==> src/rtl/time_set_ctrl.sv <==
`default_nettype none
// +----------------------------------------------------------------------------+
// | Module      : time_set_ctrl                                                |
// | Description : Mode/set controller for the watch time counters. Two         |
// |               push-buttons step RUN -> SET_HOUR -> SET_MIN -> COMMIT.      |
// |               The watch is frozen while editing and receives a one-cycle   |
// |               parallel load of the edited time on COMMIT.                  |
// | Revision    : 1.0 - initial release                                        |
// +----------------------------------------------------------------------------+
// | Ports                                                                      |
// |   clk_i          system clock                                              |
// |   rst_ni         asynchronous active-low reset                             |
// |   en_1hz_i       one-clock-wide 1 Hz tick                                  |
// |   btn_mode_i     mode button level (debounced, asynchronous to clk_i)      |
// |   btn_up_i       increment button level (debounced, asynchronous)          |
// |   hour_10_i ..   live BCD time digits from the watch                       |
// |   min_1_i                                                                  |
// |   run_en_o       1 = watch counts, 0 = watch frozen                        |
// |   load_o         one-cycle strobe: watch takes ld_* and clears seconds     |
// |   ld_*_o         edited time digits (meaningful whenever mode != RUN)      |
// |   mode_o         00 RUN, 01 SET_HOUR, 10 SET_MIN, 11 COMMIT                |
// |   blank_hour_o   blank the hour digits (blink while editing hours)         |
// |   blank_min_o    blank the minute digits (blink while editing minutes)     |
// +----------------------------------------------------------------------------+
module time_set_ctrl #(
  parameter int unsigned REPEAT_DLY = 25_000_000,
  parameter int unsigned REPEAT_PER = 5_000_000,
  parameter int unsigned TIMEOUT_S  = 10
) (
  input  logic       clk_i,
  input  logic       rst_ni,
  input  logic       en_1hz_i,
  input  logic       btn_mode_i,
  input  logic       btn_up_i,
  input  logic [1:0] hour_10_i,
  input  logic [3:0] hour_1_i,
  input  logic [2:0] min_10_i,
  input  logic [3:0] min_1_i,
  output logic       run_en_o,
  output logic       load_o,
  output logic [1:0] ld_hour_10_o,
  output logic [3:0] ld_hour_1_o,
  output logic [2:0] ld_min_10_o,
  output logic [3:0] ld_min_1_o,
  output logic [1:0] mode_o,
  output logic       blank_hour_o,
  output logic       blank_min_o
);

  localparam logic [1:0] S_RUN      = 2'b00;
  localparam logic [1:0] S_SET_HOUR = 2'b01;
  localparam logic [1:0] S_SET_MIN  = 2'b10;
  localparam logic [1:0] S_COMMIT   = 2'b11;

  localparam int unsigned CNT_MAX = (REPEAT_DLY > REPEAT_PER) ? REPEAT_DLY : REPEAT_PER;
  localparam int unsigned RPT_W   = $clog2(CNT_MAX + 1);
  localparam int unsigned TICK_W  = (TIMEOUT_S > 1) ? $clog2(TIMEOUT_S) : 1;

  localparam logic [RPT_W-1:0]  C_DLY       = RPT_W'(REPEAT_DLY);
  localparam logic [RPT_W-1:0]  C_PER       = RPT_W'(REPEAT_PER);
  localparam logic [TICK_W-1:0] C_TICK_LAST = TICK_W'(TIMEOUT_S - 1);

  // Button synchronisers and edge detectors
  logic mode_meta_q, mode_sync_q, mode_prev_q;
  logic up_meta_q, up_sync_q, up_prev_q;
  logic mode_edge, up_edge;

  always_ff @(posedge clk_i or negedge rst_ni) begin
    if (!rst_ni) begin
      mode_meta_q <= 1'b0;
      mode_sync_q <= 1'b0;
      mode_prev_q <= 1'b0;
      up_meta_q   <= 1'b0;
      up_sync_q   <= 1'b0;
      up_prev_q   <= 1'b0;
    end else begin
      mode_meta_q <= btn_mode_i;
      mode_sync_q <= mode_meta_q;
      mode_prev_q <= mode_sync_q;
      up_meta_q   <= btn_up_i;
      up_sync_q   <= up_meta_q;
      up_prev_q   <= up_sync_q;
    end
  end

  assign mode_edge = mode_sync_q & ~mode_prev_q;
  assign up_edge   = up_sync_q & ~up_prev_q;

  // State and datapath registers
  logic [1:0]        mode_q, mode_d;
  logic [1:0]        ld_hour_10_q, ld_hour_10_d;
  logic [3:0]        ld_hour_1_q, ld_hour_1_d;
  logic [2:0]        ld_min_10_q, ld_min_10_d;
  logic [3:0]        ld_min_1_q, ld_min_1_d;
  logic [RPT_W-1:0]  rpt_cnt_q, rpt_cnt_d;
  logic              rpt_active_q, rpt_active_d;
  logic [TICK_W-1:0] tick_q, tick_d;
  logic              blink_q, blink_d;

  logic set_q, set_d, state_chg;
  logic rpt_fire, timeout_hit, up_evt;
  logic hour_ok, min_ok;

  assign set_q     = (mode_q == S_SET_HOUR) || (mode_q == S_SET_MIN);
  assign set_d     = (mode_d == S_SET_HOUR) || (mode_d == S_SET_MIN);
  assign state_chg = (mode_d != mode_q);

  // First repeat after REPEAT_DLY held cycles, then one every REPEAT_PER
  assign rpt_fire = up_sync_q && set_q &&
                    (rpt_cnt_q == (rpt_active_q ? C_PER : C_DLY));

  // A button edge in the same cycle restarts the idle count instead
  assign timeout_hit = set_q && en_1hz_i && (tick_q == C_TICK_LAST) &&
                       !mode_edge && !up_edge;

  assign up_evt = up_edge | rpt_fire;

  assign hour_ok = (hour_1_i <= 4'd9) &&
                   ((hour_10_i < 2'd2) || ((hour_10_i == 2'd2) && (hour_1_i <= 4'd3)));
  assign min_ok  = (min_10_i <= 3'd5) && (min_1_i <= 4'd9);

  // FSM: state register
  always_ff @(posedge clk_i or negedge rst_ni) begin
    if (!rst_ni) begin
      mode_q <= S_RUN;
    end else begin
      mode_q <= mode_d;
    end
  end

  // FSM: next state (mode edge has priority over timeout)
  always_comb begin
    mode_d = mode_q;
    case (mode_q)
      S_RUN:      if (mode_edge) mode_d = S_SET_HOUR;
      S_SET_HOUR: begin
        if (mode_edge)        mode_d = S_SET_MIN;
        else if (timeout_hit) mode_d = S_RUN;
      end
      S_SET_MIN: begin
        if (mode_edge)        mode_d = S_COMMIT;
        else if (timeout_hit) mode_d = S_RUN;
      end
      default:    mode_d = S_RUN;
    endcase
  end

  // FSM: outputs
  always_comb begin
    run_en_o     = (mode_q == S_RUN);
    load_o       = (mode_q == S_COMMIT);
    mode_o       = mode_q;
    blank_hour_o = blink_q && (mode_q == S_SET_HOUR);
    blank_min_o  = blink_q && (mode_q == S_SET_MIN);
    ld_hour_10_o = ld_hour_10_q;
    ld_hour_1_o  = ld_hour_1_q;
    ld_min_10_o  = ld_min_10_q;
    ld_min_1_o   = ld_min_1_q;
  end

  // Datapath next-state
  always_comb begin
    ld_hour_10_d = ld_hour_10_q;
    ld_hour_1_d  = ld_hour_1_q;
    ld_min_10_d  = ld_min_10_q;
    ld_min_1_d   = ld_min_1_q;

    if ((mode_q == S_RUN) && mode_edge) begin
      ld_hour_10_d = hour_ok ? hour_10_i : 2'd0;
      ld_hour_1_d  = hour_ok ? hour_1_i  : 4'd0;
      ld_min_10_d  = min_ok  ? min_10_i  : 3'd0;
      ld_min_1_d   = min_ok  ? min_1_i   : 4'd0;
    end else if ((mode_q == S_SET_HOUR) && !state_chg && up_evt) begin
      if ((ld_hour_10_q == 2'd2) && (ld_hour_1_q == 4'd3)) begin
        ld_hour_10_d = 2'd0;
        ld_hour_1_d  = 4'd0;
      end else if (ld_hour_1_q == 4'd9) begin
        ld_hour_10_d = ld_hour_10_q + 2'd1;
        ld_hour_1_d  = 4'd0;
      end else begin
        ld_hour_1_d  = ld_hour_1_q + 4'd1;
      end
    end else if ((mode_q == S_SET_MIN) && !state_chg && up_evt) begin
      if (ld_min_1_q == 4'd9) begin
        ld_min_1_d  = 4'd0;
        ld_min_10_d = (ld_min_10_q == 3'd5) ? 3'd0 : ld_min_10_q + 3'd1;
      end else begin
        ld_min_1_d  = ld_min_1_q + 4'd1;
      end
    end

    // Hold counter restarts from 1 after each repeat so the period counts from the fire
    rpt_cnt_d    = rpt_cnt_q;
    rpt_active_d = rpt_active_q;
    if (!up_sync_q || !set_q || state_chg) begin
      rpt_cnt_d    = '0;
      rpt_active_d = 1'b0;
    end else if (rpt_fire) begin
      rpt_cnt_d    = RPT_W'(1);
      rpt_active_d = 1'b1;
    end else begin
      rpt_cnt_d    = rpt_cnt_q + RPT_W'(1);
    end

    tick_d = tick_q;
    if (!set_q || state_chg || mode_edge || up_edge) begin
      tick_d = '0;
    end else if (en_1hz_i) begin
      tick_d = tick_q + TICK_W'(1);
    end

    // Blink only lives inside SET states; leaving them forces it low
    blink_d = set_d ? (blink_q ^ (en_1hz_i & set_q)) : 1'b0;
  end

  always_ff @(posedge clk_i or negedge rst_ni) begin
    if (!rst_ni) begin
      ld_hour_10_q <= 2'd0;
      ld_hour_1_q  <= 4'd0;
      ld_min_10_q  <= 3'd0;
      ld_min_1_q   <= 4'd0;
      rpt_cnt_q    <= '0;
      rpt_active_q <= 1'b0;
      tick_q       <= '0;
      blink_q      <= 1'b0;
    end else begin
      ld_hour_10_q <= ld_hour_10_d;
      ld_hour_1_q  <= ld_hour_1_d;
      ld_min_10_q  <= ld_min_10_d;
      ld_min_1_q   <= ld_min_1_d;
      rpt_cnt_q    <= rpt_cnt_d;
      rpt_active_q <= rpt_active_d;
      tick_q       <= tick_d;
      blink_q      <= blink_d;
    end
  end

endmodule
`default_nettype wire
==> config.mk <==
export PLATFORM = sky130hd
export DESIGN_NAME = time_set_ctrl
export DESIGN_NICKNAME = d
export VERILOG_FILES = /design/src/rtl/time_set_ctrl.sv
export SDC_FILE = /design/constraint.sdc
export NUM_CORES = 1
export LEC_CHECK = 0
export BUFFER_PORTS_ARGS = -buffer_cell sky130_fd_sc_hd__buf_2
export CORE_UTILIZATION = 31
export DETAILED_ROUTE_END_ITERATION = 7
export GPL_ROUTABILITY_DRIVEN = 0
export PLACE_DENSITY = 0.49
export SLEW_MARGIN = 20
export SYNTH_ARGS = -nofsm -noshare
export SYNTH_HDL_FRONTEND = slang
export SYNTH_SLANG_ARGS = --single-unit
==> constraint.sdc <==
create_clock -name clk_i -period 3.4 [get_ports clk_i]
set_input_delay 0.17 -clock clk_i [delete_from_list [all_inputs] [get_ports clk_i]]
set_output_delay 0.17 -clock clk_i [all_outputs]
set_load 0.05 [all_outputs]
## Word-level counts from Yosys, hierarchy flattened

Cells that the tools add are included.

- Flip-flop bits (word level): 52
- Bits in latches: 0
- Bits in writable memories: 0
- Bits in read-only memories: 0
- Input bits: 18
- Output and inout port bits: 19
- Logic and storage cells: 122
- Memories: 0

- Add/subtract/negate cells: 6
- Multiply operators: 0
- Divide/modulo/power cells: 0
- Order comparisons: 5
- Eq/ne operators: 15
- Shifts and indexed selects: 0
- Multiplexer cells: 34
- Bitwise gates (word level): 7
- Reductions and logical operators: 40

Operator list:

| kind | count |
|---|---|
| $mux W25 | 3 |
| $mux W4 | 12 |
| $add A25 B1 Y25 const B | 1 |
| $eq A25 B25 Y1 | 1 |
| $mux W2 | 9 |
| $mux W3 | 6 |
| $logic_and A1 B1 Y1 | 17 |
| $add A4 B1 Y4 const B | 3 |
| $eq A4 B4 Y1 const B | 3 |
| $eq A2 B2 Y1 const B | 5 |
| $reduce_bool A2 Y1 | 5 |
| $le A4 B4 Y1 const B | 2 |
| $logic_or A1 B1 Y1 | 8 |
| $pmux W2 S3 | 1 |
| $logic_not A1 Y1 | 5 |
| $eq A2 B1 Y1 const B | 2 |
| $eq A4 B2 Y1 const B | 1 |
| $le A4 B2 Y1 const B | 1 |
| $reduce_and A2 Y1 | 2 |
| $add A3 B1 Y3 const B | 1 |
| $and A1 B1 Y1 | 3 |
| $eq A3 B3 Y1 const B | 1 |
| $le A3 B3 Y1 const B | 1 |
| $mux W1 | 3 |
| 10 further kinds | 11 |

## Logic depth before layout (Yosys ltp)

Gate-level depths: netlist of the first run.

- Depth in word-level cells: 16
- Mapped depth: 10
- Depth with buffers taken out: 8

## Worst setup path after synthesis of the first run

No wires, ideal clock.

- Kind: reg2reg
- Start: reg mode_q[0] (netlist: mode_o[0])
- End: reg rpt_cnt_q[15]
- Setup time: 0.132 ns
- Data arrival time: 2.932 ns
- Data required time: 3.268 ns
- Slack: 0.336 ns
- Stages on the path, launching flop included: 11
- Path buffers: 2
- Clock period less this slack: 3.064 ns
- Path through: dfrtp_1 > inv_1 > ha_1 > inv_1 > nand4_1 > or4_1 > nand3_1 > or3_2 > clkbuf_1 > clkbuf_1 > nor2_1

- Elaborated cells on any way between the ends: 21
- Classes of those cells: 3 x eq/ne; 7 x mux; 11 x reduce/logical

RTL lines:

| element | RTL line | source |
|---|---|---|
| start: declaration | 90 | `logic [1:0] mode_q, mode_d;` |
| start signal: assignment | 127 | `mode_q <= mode_d;` |
| $logic_not A2 Y1 | -- |  |
| named net run_en_o | 39 | `output logic run_en_o,` |
| $pmux W2 S3 | 134 | `case (mode_q)` |
| $ne A2 B2 Y1 | 106 | `assign state_chg = (mode_d != mode_q);` |
| $logic_or A1 B1 Y1 | 195 | `if (!up_sync_q \|\| !set_q \|\| state_chg) begin` |
| $mux W25 | 195 |  |
| named net rpt_cnt_d[15] | 95 | `logic [RPT_W-1:0] rpt_cnt_q, rpt_cnt_d;` |
| end signal: assignment | 231 | `rpt_cnt_q <= rpt_cnt_d;` |
| end: declaration | 95 |  |

The timed path passes the listed nets, and every way through them passes these cells.
A chain may end at the register's enable or synchronous reset.

## Worst setup path after layout of the first run

- Start: reg rpt_cnt_q[21]
- End: reg ld_hour_1_q[0] (netlist: ld_hour_1_o[0])

- Longest elaborated chain between the ends: 5

Ends and longest elaborated chain:

| element | RTL line | source |
|---|---|---|
| $eq A25 B25 Y1 | 110 | `(rpt_cnt_q == (rpt_active_q ? C_PER : C_DLY));` |
| $logic_and A1 B1 Y1 | 109 | `assign rpt_fire = up_sync_q && set_q &&` |
| $or A1 B1 Y1 | 116 | `assign up_evt = up_edge \| rpt_fire;` |
| $logic_and A1 B1 Y1 | 173 | `end else if ((mode_q == S_SET_HOUR) && !state_chg && up_evt) begin` |
| $reduce_bool A2 Y1 (no source line) | -- |  |
| end signal: assignment | 228 | `ld_hour_1_q <= ld_hour_1_d;` |
| end: declaration | 92 | `logic [3:0] ld_hour_1_q, ld_hour_1_d;` |

No other way between the ends.

==> summary.txt, run 1 <==
Power and ir drop
  – Power density over cell area: 704 mW/mm²
  – Power Total: 2.43 mW
  – LEAKAGE: 1.43 nW
  – Worst VDD drop: between 0.0004 and 0.0005 V

Layout
  – Layout fillers: 955
  – Core Util, Final: 37.3%
  – Share of post-route cells with drive strength above 1: 15.2%
  – Leading cell types in the layout, fill and taps excluded: 52 x dfrtp_1, 49 x nor2_1, 36 x buf_2
  – Nets: 390
  – Layout Area Growth over Synthesis: 16.5%
  – Commonest non-fill, non-tap cell in the layout: dfrtp_1
  – N_diodes: 0

Global routing
  – GR peak layer: met2
  – Global-route wire length before repair: between 10000 and 15000 µm
  – M1 GR Usage: 19.5%
  – Total gr overflow: 0
  – GRT Overall Usage: 14.8%
  – Largest net degree at the start of global routing: 34
  – Initial antenna violation count: 0
  – Vias in the first global route: 2469
  – GR Layer Usage met3: approximately 2.7%
  – Routing usage on met2: 24.8%

Synthesis
  – Dominant synthesized flop cell: dfrtp_1
  – Cells after Synth: 324
  – EDFF count, synth: 0
  – Mean area per synthesized cell: 9.14 µm²
  – Post-synth top area share: between 40 and 50%
  – Mapped Area: between 0.002 and 0.003 mm²
  – Top post-synthesis cells by area: dfrtp_1 44%, nor2_1 6.2%, xor2_1 4.7%
  – Post-synthesis sequential area ratio: 43.9%
  – Cell variety after synth: 50
  – #FFs+latches synth: 52
  – Yosys synthesis warning count: 0
  – Fraction of registers with async set/reset: 100%
  – Mapped Nets: 352
  – Cell taking the most area after synthesis: dfrtp_1

Timing
  – Achievable Freq: 346 MHz
  – Hold_ws: around 0.086 ns
  – RSZ-0062 raised after global routing: no
  – Final hold vios: 0
  – Min Clock Period, post-route: between 2 and 3 ns
  – Fin. max-slew vios: 0
  – Final worst path period share: 85.0%
  – Slew headroom: 62.9%
  – Slew @ Worst Pin: 0.556 ns
  – Clock skew after layout: between 0.015 and 0.02 ns
  – Setup TNS: 0 ns
  – Final setup viols: 0

Clock tree
  – Later-pin clock latency in the skew report: between 0.3 and 0.4 ns
  – Hold buffer count at CTS: 3
  – Number of post-CTS setup repair buffers: 0
  – H-tree depth: 2
  – CTS tree: built
  – Clk buf depth: 2
  – Clock sink count: 52
  – Post-CTS sizing: 0
  – Clock-pin slew on the worst setup and hold paths: 0.11 ns
  – Clk root buf: clkbuf_8
  – Cts bufs inserted: 5

Routing
  – Total number of vias: 2437
  – DRC errors left: 0
  – Initial DRT Pass Iterations: 4
  – Initial drt markers: 154
  – Vias per cell: between 4 and 5
  – Wirelength per Cell: 13.5 µm
  – Post-route ant nets: 0
  – Routed Wire Length: 6620 µm

Floorplan
  – Die H: 99.7 µm
  – Width of the die: between 90 and 100 µm
  – Row cnt: 35
  – Ports: 37
  – Area of the die: 0.00995 mm²
  – Initial cell density of the core: 32.1%
  – Core ar.: 0.00924 mm²

Setup path
  – Crit path DAT: around 3 ns
  – Setup crit end kind: flop
  – Peak fanout along the critical path: 14
  – CP required: roughly 3.6 ns
  – Kind of critical path: reg2reg
  – Crit start category: flop

Place
  – Post-DP HPWL: between 4000 and 5000 µm
  – PortBufs: 36

Hold path
  – HP Class: in2reg

Outcome
  – Status: completed

Run
  – Maxcap violations: 0
[synthesized netlist by cell type, drive strengths merged, types with 6 or more instances]
master and n:
a21oi 10, ha 10, and2 7, nor3 7
nor2 49, clkbuf 9, a31oi 6, nand4 13
inv 15, nor4 6, nand2 31, nand3 14
o21ai 9, xnor2 12, xor2 16, dfrtp 52
[critical path: stages, from the launching register on]
cell       delay (ns)
dfrtp_1          0.44
or3_1            0.39
or4_4            0.43
a2111oi_4        0.52
o2111a_1         0.56
nand2_1          0.13
o311ai_0         0.30
[stage by stage]
stage | area, µm² | cells | worst slack [ns]
6_report | 3450 | 492 | 0.510
2_1_floorplan | 2960 | 324 | 0.336
4_1_cts | 3450 | 492 | 0.509
5_1_grt | 3450 | 492 | 0.285
3_5_place_dp | 3280 | 481 | 0.495
3_3_place_gp | 3280 | 481 | 0.588
[metal layers]
layer / part of all wire (%) / vias up / wire length [µm]
li1: - / 1226 / -
met1: 49 / 1157 / 3280
met2: 46 / 44 / 3030
met3: 3.5 / 10 / 229
met4: 1.3 / 0 / 87
met5: 0 / - / 0
[final timing paths]
| path | from | endpoint | slack [ns] | cells past startpoint |
|---|---|---|---|---|
| max | rpt_cnt_q[21] | ld_hour_1_o[0] | 0.51 | 6 |
| min | min_10_i[2] | ld_min_10_o[2] | 0.09 | 3 |
| max reg2reg | rpt_cnt_q[21] | ld_hour_1_o[0] | 0.51 | 6 |
| min reg2reg | up_meta_q | up_sync_q | 0.36 | 0 |
| max in group asynchronous | rst_ni | ld_min_10_o[0] | 2.24 | 3 |
| min in group asynchronous | rst_ni | rpt_cnt_q[8] | 0.34 | 2 |
[flip-flops by register name, indices dropped and copies added, names as in the netlist, 2 cells and up]
name	count
ld_min_1_o	4
mode_o	2
tick_q	4
ld_hour_1_o	4
rpt_cnt_q	25
ld_min_10_o	3
ld_hour_10_o	2
[cell families after synthesis]
kind of cell             after synthesis  synth area share (%)
AND/OR/NAND/NOR                      156                  26.7
flip-flops                            52                  43.9
AO/OA/AOI/OAI                         50                  12.8
XOR/XNOR                              28                  8.28
buffers and inverters                 26                  3.34
adder cells (fa/ha/maj)               10                  4.22
multiplexers                           2                 0.676
[area by class of cell]
class	instances	area (µm²)	share of cell area, %
tap	129	161	4.68
sequential	52	1300	37.7
inverter	15	56.3	1.63
timing repair buffer	42	233	6.74
clock buffer	5	68.8	1.99
multi-input combinational	246	1560	45.3
clock inverter	3	68.8	1.99
[power by group]
part | switching [mW] | internal (mW) | total (mW)
combinational | 0.725 | 0.314 | 1.04
clock | 0.219 | 0.296 | 0.515
sequential | 0.157 | 0.717 | 0.874
Power figures use the tool's default switching activity.
==> run 2, diff against run 1 <==
- PLACE_DENSITY: 0.49 -> 0.51
- clock period: 3.4 -> 2.37 ns (I/O delays scaled with it)
==> run 2 against run 1 <==
Compared with the run above: the run now ends with negative setup slack left; core utilization grew 5.4 points; clock skew shrank 0.011 ns; global-route usage grew 0.34 points; sequential share of layout area shrank 4.5 points; clock power grew 3%; critical path depth grew 3; maximum frequency grew 12%; first-iteration DRC count shrank 25%; register-to-register slack lost 0.73 ns; sequential power grew 42%; setup slack lost 0.73 ns; wire length grew 11%; critical endpoint is now ld_hour_1_o[2]; largest power group unchanged.
==> summary.txt, run 2 (synthesis gave the netlist of run 1 again) <==
Outcome
  – Status: complete, but fails checks
  – Failing checks: negative setup slack

Timing
  – Fin. max-slew vios: 0
  – Clock skew after layout: roughly 0.006 ns
  – RSZ-0062 raised after global routing: yes
  – Hold_ws: 0.0368 ns
  – Min Clock Period, post-route: 2.59 ns
  – Final setup viols: 13
  – Final hold vios: 0
  – Final worst path period share: 109%
  – Setup ws final: -0.219 ns
  – Slew headroom: about three fifths
  – Achievable Freq: 386 MHz
  – Slew @ Worst Pin: ~0.60 ns

Power and ir drop
  – Power density over cell area: about 950 mW/mm²
  – LEAKAGE: 1.69 nW
  – Worst VDD drop: 0.000629 V
  – Power Total: between 3 and 4 mW

Place
  – PortBufs: 36
  – Post-DP HPWL: 5250 µm
  – Worst slack, placed: -0.197 ns
  – Placement Cell Area: around 0.0037 mm²

Setup path
  – Worst path slowest cell: or4_4
  – Setup crit end kind: flop
  – Reg2reg start: rpt_cnt_q[21]
  – Buf/Inv on CP: 3
  – CP required: 2.57 ns
  – CP delay by family, top: simple AND/OR/NAND/NOR gates
  – Reg2reg end: ld_hour_1_o[2]
  – Crit path DAT: 2.79 ns
  – Reg2reg setup slack: -0.22 ns
  – Crit-path max cell delay: 0.43 ns
  – Kind of critical path: reg2reg
  – Crit-path most repeated cell: buf_4
  – Worst path cell trace: or3_1, or4_4, a2111oi_4, buf_4, o2111a_2, buf_12, buf_4, a31o_4, nand3_2
  – Peak fanout along the critical path: 7
  – Worst Reg-to-Reg Cells: 9
  – Crit start category: flop

Layout
  – Share of post-route cells with drive strength above 1: 30.9%
  – Layout Area Growth over Synthesis: 33.2%
  – N_diodes: 0
  – Commonest non-fill, non-tap cell in the layout: dfrtp_1
  – Largest reg by FF count: rpt_cnt_q
  – Nets: 435
  – Max FFs per register: 25
  – Leading cell types in the layout, fill and taps excluded: 50 x dfrtp_1, 46 x nor2_1, 41 x buf_4
  – Layout fillers: 886
  – Post-route cell area: approximately 0.0039 mm²

Global routing
  – Largest net degree at the start of global routing: 26
  – Vias in the first global route: 2535
  – Global-route wire length before repair: 12200 µm
  – GRT Overall Usage: 15.1%
  – Total gr overflow: 0
  – Initial antenna violation count: 0

Hold path
  – HP Class: in2reg
  – Hold_sp: min_10_i[2]
  – Hold worst-path end: ld_min_10_o[2]
  – WHS Path Cells: 3

Routing
  – Initial DRT Pass Iterations: 4
  – Routed Wire Length: 7360 µm
  – Initial drt markers: 116
  – Vias per cell: 4.93
  – Post-route ant nets: 0
  – DRC errors left: 0
  – Wirelength per Cell: 13.7 µm
  – Total number of vias: 2649

Clock tree
  – Clock-pin slew on the worst setup and hold paths: 0.10 ns
  – Clk buf depth: 2
  – Clock sink count: 52
  – Later-pin clock latency in the skew report: 0.31 ns
  – Clk root buf: clkbuf_8
  – CTS tree: built
  – Cts bufs inserted: 5
  – H-tree depth: 2

Floorplan
  – Ports: 37
  – Core ar.: slightly above 0.009 mm²
  – Die H: 99.7 µm
  – Initial cell density of the core: between 30% and 40%
  – Area of the die: 0.00995 mm²
  – Width of the die: 99.7 µm
  – Row cnt: 35

Run
  – Maxcap violations: 0
run 2: changes by cell type in the layout (fill, tap and decap cells not counted), sizes merged:
cell,change
buf,+43
bufinv,-2
clkbuf,+2
clkinv,+2
run 2: cell type report:
class                      count  area [µm²]  area share (%)
clock buffer                   5        68.8            1.74
clock inverter                 3        22.5           0.571
inverter                      15        61.3            1.55
multi-input combinational    246        1680            42.6
sequential                    52        1310            33.2
tap                          129         161            4.09
timing repair buffer          87         642            16.3
run 2: where the power goes:
part	switching [mW]	internal [mW]	leakage [nW]
combinational	1.23	0.753	0.956
clock	0.318	0.213	0.0485
sequential	0.203	1.04	0.688
total	1.75	2.00	1.69
run 2: worst reg2reg max path, delay by kind of cell, from the launching register on:
kind,cells,cell delay (ns)
and+or+nand+nor,3,0.85
AOI/OAI and AO/OA,3,0.80
buffers and inverters,3,0.43
DFF,1,0.41
run 2: how the worst max path moves through the flow:
stage	from	to	slack [ns]	depth (start not counted)
detailed placement	rpt_cnt_q[21]	ld_hour_10_o[1]	-0.20	6
finish	rpt_cnt_q[21]	ld_hour_1_o[2]	-0.22	9
global route	rpt_cnt_q[21]	ld_min_1_o[0]	-0.36	8
global placement	rpt_cnt_q[21]	ld_hour_10_o[0]	-0.18	6
floorplan	rpt_cnt_q[21]	ld_hour_10_o[0]	-0.16	6
CTS	rpt_cnt_q[21]	ld_hour_10_o[1]	-0.21	6
run 2: what timing repair did:
item,CTS,global route
setup buffers,1,3
gates cloned,0,3
pin swaps,2,7
hold buffers,3,0
resized for setup,5,11
hold endpoints to repair,25,0
endpoints found under the setup margin,20,38
run 2: metrics by stage:
| stage | utilization [%] | std cells | TNS, ns |
|---|---|---|---|
| floorplan | - | 324 | -0.849 |
| finish | 42.7 | 537 | -2.26 |
| CTS | 41.4 | 531 | -1.72 |
| global route | 42.7 | 537 | -4.50 |
| detailed placement | 39.8 | 519 | -1.56 |
| global placement | 39.8 | 519 | -1.33 |
run 2: routing by layer:
metal | global-route usage [%] | vias to the layer above | share of wire (%)
met3 | 2.39 | 4 | 2.4
met5 | 0 | - | 0
met2 | 24.7 | 37 | 48
met1 | 21.2 | 1297 | 49
met4 | 3.05 | 0 | 0.61
li1 | - | 1311 | -
==> run 3, diff against run 2 <==
- CORE_UTILIZATION: 31 -> 45
- PLACE_DENSITY: 0.51 -> 0.76
- SETUP_SLACK_MARGIN: not set -> 0.2
==> run 3 against run 2 <==
Compared with the run above: the run still ends with negative setup slack left; clock power is 4% higher; setup slack better by 0.0027 ns; clock skew is 0.0019 ns higher; register-to-register slack hardly changed; final area is 2.0% higher; die area is 31% lower; non-clock buffer count is 6 higher; cell count is 8.6% lower; global-route usage is 8.5 points higher; flip-flop and latch count stayed put; critical endpoint is now ld_hour_1_o[1]; largest cell class unchanged; largest power group unchanged; highest routed layer unchanged.
==> summary.txt, run 3 (synthesis gave the netlist of run 1 again) <==
Layout
  – Nets: around 440
  – Layout Area Growth over Synthesis: 36.0%
  – Max FFs per register: 25
  – Core Util, Final: 63.4%
  – Share of post-route cells with drive strength above 1: between 30% and 40%
  – Leading cell types in the layout, fill and taps excluded: 50 x dfrtp_1, 41 x buf_4, 38 x nor2_1
  – Largest reg by FF count: rpt_cnt_q
  – Commonest non-fill, non-tap cell in the layout: dfrtp_1
  – N_diodes: 0

Floorplan
  – Die H: 83.1 µm
  – Core ar.: 0.00635 mm²
  – Width of the die: 83.1 µm
  – Initial cell density of the core: 46.6%
  – Ports: 37
  – Area of the die: 0.00691 mm²
  – Row cnt: 29

Timing
  – Slew @ Worst Pin: between 0.5 and 0.6 ns
  – Fin. max-slew vios: 0
  – Final hold vios: 0
  – Clock skew after layout: 0.00800 ns
  – Slew headroom: 65.5%
  – Final setup viols: 37
  – RSZ-0062 raised after global routing: yes
  – Achievable Freq: between 300 and 400 MHz
  – Setup ws final: -0.216 ns
  – Final worst path period share: 109%
  – Min Clock Period, post-route: 2.59 ns

Setup path
  – Crit start category: flop
  – Peak fanout along the critical path: 5
  – CP required: 2.57 ns
  – Setup crit end kind: flop
  – Kind of critical path: reg2reg
  – Crit path DAT: 2.79 ns

Clock tree
  – Clk buf depth: 2
  – CTS tree: built
  – H-tree depth: 2
  – Clock sink count: 52
  – Cts bufs inserted: 5
  – Later-pin clock latency in the skew report: 0.32 ns
  – Clk root buf: clkbuf_8
  – Clock-pin slew on the worst setup and hold paths: 0.11 ns

Place
  – Worst slack, placed: -0.221 ns
  – PortBufs: 36
  – Post-DP HPWL: 5060 µm

Routing
  – Vias per cell: 5.77
  – Initial DRT Pass Iterations: 5
  – Wirelength per Cell: 15.6 µm
  – Initial drt markers: about 160
  – Post-route ant nets: 0
  – Routed Wire Length: 7680 µm
  – DRC errors left: 0
  – Total number of vias: 2832

Global routing
  – Vias in the first global route: between 2000 and 3000
  – Initial antenna violation count: 0
  – GRT Overall Usage: 23.6%
  – Total gr overflow: 0
  – Global-route wire length before repair: between 10000 and 15000 µm
  – Largest net degree at the start of global routing: 22

Outcome
  – Failing checks: negative setup slack
  – Status: complete, but fails checks

Power and ir drop
  – Power density over cell area: 1000 mW/mm²
  – Power Total: 4.03 mW
  – LEAKAGE: 1.74 nW
  – Worst VDD drop: 0.000823 V

Hold path
  – HP Class: in2reg

Run
  – Maxcap violations: 0
## run 3: cell types whose count changed in the layout (fill, tap and decap cells not counted), sizes merged
cell      change
buf           +8
clkbuf        -2
inv           +1
clkinvlp      +1
clkinv        -2
## run 3: what timing repair did
item / CTS / global route
setup endpoints to repair: 38 / 42
pin swaps: 8 / 10
hold buffers: 3 / 0
setup buffers: 10 / 4
hold endpoints to repair: 13 / 0
gates cloned: 3 / 0
gates resized for setup: 26 / 13
## run 3: worst max-delay path, cell delays in order, from the launching register on
cell       delay [ns]
dfrtp_1          0.40
or3_1            0.36
or4_4            0.44
a2111oi_4        0.41
buf_4            0.19
o2111a_2         0.22
buf_6            0.13
buf_6            0.09
a211o_1          0.13
o311ai_2         0.09
## run 3: cell type report
type                            count  area (µm²)
Clock buffer                        5        68.8
Clock inverter                      3        25.0
Fill cell                         514        2320
Inverter                           15        61.3
Multi-Input combinational cell    246        1740
Sequential cell                    52        1310
Tap cell                           77        96.3
Timing Repair Buffer               93         731
## run 3: through the flow
stage	setup TNS, ns	instances	instance area [µm²]	hold WS, ns
5_1_grt	-8.97	491	4030	0.0454
3_3_place_gp	-0.895	463	3570	0.0222
6_report	-6.25	491	4030	0.0273
2_1_floorplan	-0.849	324	3080	-0.177
3_5_place_dp	-1.48	463	3570	0.0264
4_1_cts	-5.16	487	3940	0.0239
## run 3: report_power, final
part	leakage, nW	internal, mW	switching [mW]
sequential	0.688	1.04	0.212
combinational	1.01	0.923	1.31
clock	0.0452	0.216	0.333
## run 3: metal layers
| metal | vias to the layer above | wire length, µm | GRT usage (%) | part of all wire (%) |
|---|---|---|---|---|
| met1 | 1414 | 3280 | 30.8 | 43 |
| met5 | - | 0 | 0 | 0 |
| met4 | 0 | 130 | 7.52 | 1.7 |
| met2 | 76 | 3990 | 40.6 | 52 |
| li1 | 1325 | - | - | - |
| met3 | 17 | 286 | 3.28 | 3.7 |
## run 3: final timing paths
check | to | slack (ns) | start | cells past startpoint
worst max register to register | ld_hour_1_o[1] | -0.22 | rpt_cnt_q[21] | 9
max in group asynchronous | mode_o[1] | 1.55 | rst_ni | 3
worst min-delay path | ld_min_10_o[2] | 0.03 | min_10_i[2] | 3
min in group asynchronous | rpt_active_q | 0.21 | rst_ni | 2
worst min register to register | up_sync_q | 0.36 | up_meta_q | 0
worst max-delay path | ld_hour_1_o[1] | -0.22 | rpt_cnt_q[21] | 9
